File: src/rtl/pipe_stage_buffer.sv
// Elastic circular-buffer pipeline register carrying DEPTH stage bundles, with flush and optional sticky halt.
// Latency: an entry pushed at edge N is presented on out_* after edge N (1 cycle), read straight from registers.
// Backpressure: in_ready drops when full (or halted); with BYPASS_READY a full buffer still accepts when popping.
module pipe_stage_buffer #(
    parameter int WIDTH        = 128,
    parameter int DEPTH        = 2,
    parameter int BYPASS_READY = 1,
    parameter int HALT_BIT     = -1
) (
    input  logic                       CLK,
    input  logic                       nRST,
    input  logic                       flush,
    input  logic                       in_valid,
    output logic                       in_ready,
    input  logic [WIDTH-1:0]           in_data,
    output logic                       out_valid,
    input  logic                       out_ready,
    output logic [WIDTH-1:0]           out_data,
    output logic [$clog2(DEPTH+1)-1:0] count,
    output logic                       halted
);

    localparam int CW  = $clog2(DEPTH + 1);
    localparam int PW  = (DEPTH > 1) ? $clog2(DEPTH) : 1;
    localparam int HSH = (HALT_BIT >= 0) ? HALT_BIT : 0;
    // All-zero mask when the halt feature is disabled, so no negative index is ever formed.
    localparam logic [WIDTH-1:0] HALT_MASK = (HALT_BIT >= 0) ? (WIDTH'(1) << HSH) : '0;

    logic [WIDTH-1:0] mem [DEPTH];
    logic [PW-1:0]    wptr;
    logic [PW-1:0]    rptr;
    logic             full;
    logic             push;
    logic             pop;

    function automatic logic [PW-1:0] next_ptr(input logic [PW-1:0] p);
        return (p == PW'(DEPTH - 1)) ? '0 : p + PW'(1);
    endfunction

    assign full = (count == CW'(DEPTH));

    generate
        if (BYPASS_READY != 0) begin : g_bypass
            assign in_ready = !halted && (!full || out_ready);
        end else begin : g_no_bypass
            assign in_ready = !halted && !full;
        end
    endgenerate

    assign out_valid = (count != '0);
    assign out_data  = mem[rptr];
    assign push      = in_valid && in_ready;
    assign pop       = out_valid && out_ready;

    always_ff @(posedge CLK or negedge nRST) begin
        if (!nRST) begin
            count  <= '0;
            wptr   <= '0;
            rptr   <= '0;
            halted <= 1'b0;
            for (int i = 0; i < DEPTH; i++) begin
                mem[i] <= '0;
            end
        end else if (flush) begin
            // Storage is left as-is; only occupancy and pointers are discarded.
            count  <= '0;
            wptr   <= '0;
            rptr   <= '0;
            halted <= 1'b0;
        end else begin
            if (push) begin
                mem[wptr] <= in_data;
                wptr      <= next_ptr(wptr);
                if (|(in_data & HALT_MASK)) begin
                    halted <= 1'b1;
                end
            end
            if (pop) begin
                rptr <= next_ptr(rptr);
            end
            case ({push, pop})
                2'b10:   count <= count + CW'(1);
                2'b01:   count <= count - CW'(1);
                default: count <= count;
            endcase
        end
    end

endmodule

File: config.mk
export PLATFORM = sky130hd
export DESIGN_NAME = pipe_stage_buffer
export DESIGN_NICKNAME = d
export VERILOG_FILES = /design/src/rtl/pipe_stage_buffer.sv
export SDC_FILE = /design/constraint.sdc
export NUM_CORES = 1
export LEC_CHECK = 0
export ABC_AREA = 1
export BUFFER_PORTS_ARGS = -buffer_cell sky130_fd_sc_hd__buf_2
export CORE_MARGIN = 8
export CORE_UTILIZATION = 28
export DETAILED_ROUTE_END_ITERATION = 8
export GPL_TIMING_DRIVEN = 1
export SLEW_MARGIN = 10
export SYNTH_ARGS = -nofsm -noshare
export SYNTH_HDL_FRONTEND = slang
export SYNTH_SLANG_ARGS = --single-unit
File: constraint.sdc
create_clock -name CLK -period 1.1 [get_ports CLK]
set_input_delay 0.22 -clock CLK [delete_from_list [all_inputs] [get_ports CLK]]
set_output_delay 0.22 -clock CLK [all_outputs]
set_load 0.005 [all_outputs]
==> summary.md <==
| Metric | Value |
|---|---|
| MaxCap Viol Count | `0` |
| Post-synthesis net count | `about 1,500` |
| Max Root-Sink Buffers | `3` |
| Sequential power share | `38.2%` |
| Area added between synthesis and finish | `53.3%` |
| Reg clk slew, reported paths | `roughly 60 ps` |
| Failing checks | `setup timing` |
| Proportion of synthesized area in mux cells | `0%` |
| Flops & latches, synth | `260` |
| Status | `finished with violations` |
| Crit-path max cell delay | `between 500 and 600 ps` |
| Commonest cells after routing, fill and taps aside | `556 x nand2_1, 259 x dfrtp_1, 239 x buf_2` |
| Gr usage total | `13.7%` |
| Wire per inst | `roughly 16 um` |
| Largest family of logic cells by synthesized area | `simple AND/OR/NAND/NOR gates` |
| Met1 GRT Util | `between 15 and 20%` |
| Setup WS post-layout | `-874 ps` |
| Clock Tree Root | `clkbuf_16` |
| First-pass GRT wire length | `roughly 56,000 um` |
| Post-Synthesis Cells | `around 1,400` |
| Fin crit share | `179%` |
| Layout fillers | `3,997` |
| Top area cells in the synthesized netlist | `dfrtp_1 54%, nand2_1 20%, o21ai_2 8.8%` |
| IO Count | `roughly 270` |
| Buf/Inv on CP | `4` |
| GRT Residual Overflow | `0` |
| Gate power share | `between 30% and 40%` |
| Number of routed nets with antenna violations | `0` |
| Psw | `between 10 and 15 mW` |
| Fmax | `507 MHz` |
| CP top delay family | `flip-flops` |
| Worst Hold Slack | `roughly 57 ps` |
| P_leak | `between 9 and 10 nW` |
| TritonRoute pass-1 iters | `5` |
| Dpl cells | `approximately 2,200` |
| Pins Over Slew Limit | `0` |
| Largest net degree at the start of global routing | `63` |
| Vias in the first global route | `10,800` |
| Worst IR drop on VDD | `~1.2 mV` |
| Power Dens Cells | `2240 nW/um^2` |
| Final setup vio count | `just under 400` |
| Core Region | `between 40,000 and 50,000 sq um` |
| Post-synthesis adder-cell area fraction | `0%` |
| CTS tree | `yes` |
| Final Hold Fails | `0` |
| H-Tree Depth | `1` |
| RSZ-0062 raised after global routing | `yes` |
| Seq/Total Area, Yosys | `roughly 54%` |
| Xor and xnor area share after synthesis | `0%` |
| CP max FO | `6` |
| DP HPWL | `between 20,000 and 25,000 um` |
| Drt drc | `0` |
| Final Cell Area | `around 18,000 sq um` |
| CP max stage cell | `dfrtp_4` |
| Share of the synthesized area in the top cell type | `a little over half` |
| Finished Layout Cells | `between 2,000 and 2,500` |
| Die footprint | `49,600 sq um` |
| DIE HEIGHT | `around 220 um` |
| WL final | `38,700 um` |
| Critical path type | `flip-flop to primary output` |
| Initial antenna violation count | `4` |
| Num rows | `between 70 and 80` |
| Met2 Track Usage GR | `23.1%` |
| I/O Buffers | `approximately 260` |
| Area post-placement | `approximately 14,000 sq um` |
| Die width | `about 220 um` |
| Min-Delay Path Class | `primary input to flip-flop` |
| Met3 usage | `3.17%` |
| Setup TNS | `-203,450 ps` |
| Cell area after synthesis | `12,000 sq um` |
| Crit path cell chain | `clkinv_8 -> buf_12 -> clkbuf_16 -> nand2_2 -> nand2_1 -> buf_2` |
| Crit path time final | `1970 ps` |
| Compound-Gate Fraction of Synth Area | `14.6%` |
| DP Worst Slack | `-298 ps` |
| Kind of end point of the critical path | `primary output` |
| Switching Share | `approximately 34%` |
| Area share of and/or/nand/nor cells after synthesis | `roughly a fifth` |
| Critical path arrival | `between 1500 and 2000 ps` |
| Commonest non-fill, non-tap cell in the layout | `nand2_1` |
| Synth cell types | `19` |
| Initial core utilization | `between 20% and 30%` |
| Internal Power | `~27 mW` |
| Vias per Instance | `4.44` |
| Startpoint Class | `flip-flop` |
| Gpl congestion | `roughly 0.77` |
| Num CTS Buffers | `30` |
| Via Count | `10,800` |
| Nets | `roughly 2,000` |
| Synth area leader | `dfrtp_1` |
| Drt initial violations | `606` |
| Warnings from Yosys | `0` |
| Syn Area/Cell | `8.53 sq um` |
| Gr busiest metal | `met2` |
| Number of clock sinks | `between 200 and 300` |
| Worst EP required | `between 800 and 900 ps` |
| Share of cells above drive strength 1 | `a little over a third` |
| Clk network pwr share | `a little over a quarter` |
| Worst Clk Skew | `around 9.3 ps` |
| Clock latency on the worst-skew pair | `570 ps` |
## synthesized netlist by cell type
cell and instances:
nand3_4 1, o21ai_1 112, clkbuf_1 13, nand2_1 653, nand3b_4 1, nor2_1 2, conb_1 1, buf_6 41
buf_4 3, a21oi_1 2, buf_1 6, nand4_4 1, dfrtp_1 260, o21ai_2 120, inv_1 134, inv_2 1
o21ai_0 25, nand3_1 5, buf_2 22
## path summary, 6_finish.rpt
kind                          start            to  slack [ps]  cells past startpoint
min                           flush      count[0]          60                      5
max reg2reg                count[0]       mem[69]        -450                      9
min reg2reg                 mem[18]       mem[18]         480                      2
max in group asynchronous      nRST      mem[117]         350                      4
min in group asynchronous      nRST       mem[13]          80                      2
max                            rptr  out_data[52]        -870                      6
## registers in the layout, summed over array words and instances, names as in the netlist
signal  flops
wptr        1
count       2
rptr        1
mem       256
## routing by layer
layer	wire, um	vias up
li1	-	5302
met1	16700	5166
met2	19100	310
met3	2160	56
met4	749	4
met5	19	-
## power groups by stage
stage                     Sequential (mW)  Clock (mW)  Combinational, mW
final                                15.7        10.8               14.7
after global routing                 16.2        11.5               16.3
after CTS                            15.3        11.1               12.6
after detailed placement             15.4           0               11.9
after global placement               15.3           0               11.7
after floorplan                      14.9           0               7.43
## layout make-up
type,count,area (sq um),share of cell area (%)
flip-flops and latches,260,6510,35.5
repair buffers,527,4810,26.2
multi-input cells,923,4740,25.8
clock buffers,47,936,5.10
well taps,539,674,3.68
inverters,135,519,2.83
clock inverters,9,154,0.839
diodes,2,5.00,0.0273
## metrics by stage
step | util (%) | power [mW]
CTS | 40.2 | 39.0
floorplan | - | 22.3
detailed placement | 34.2 | 27.4
global route | 43.6 | 44.0
finish | 43.6 | 41.2
global placement | 34.2 | 27.0
## cell families (layout without fill, tap and decap cells)
family / count (synthesis) / count (layout)
AND/OR/NAND/NOR: 663 / 663
flip-flops: 260 / 260
AO/OA/AOI/OAI: 259 / 259
buffers and inverters: 220 / 718
other: 1 / 3
## tightest hold or removal path, stage by stage
cell	delay [ps]
buf_2	120
buf_4	110
nor2_1	30
nand2_1	50
nand2_1	40
## timing repair
action / 4_1_cts / 5_1_grt
hold buffers: 129 / 0
endpoints found under the setup margin: 392 / 392
cloned: 1 / 30
pin swaps: 1 / 16
gates resized for setup: 26 / 182
buffers inserted: 1 / 12
endpoints found under the hold margin: 506 / 0
(Power assumes the default switching activity.)
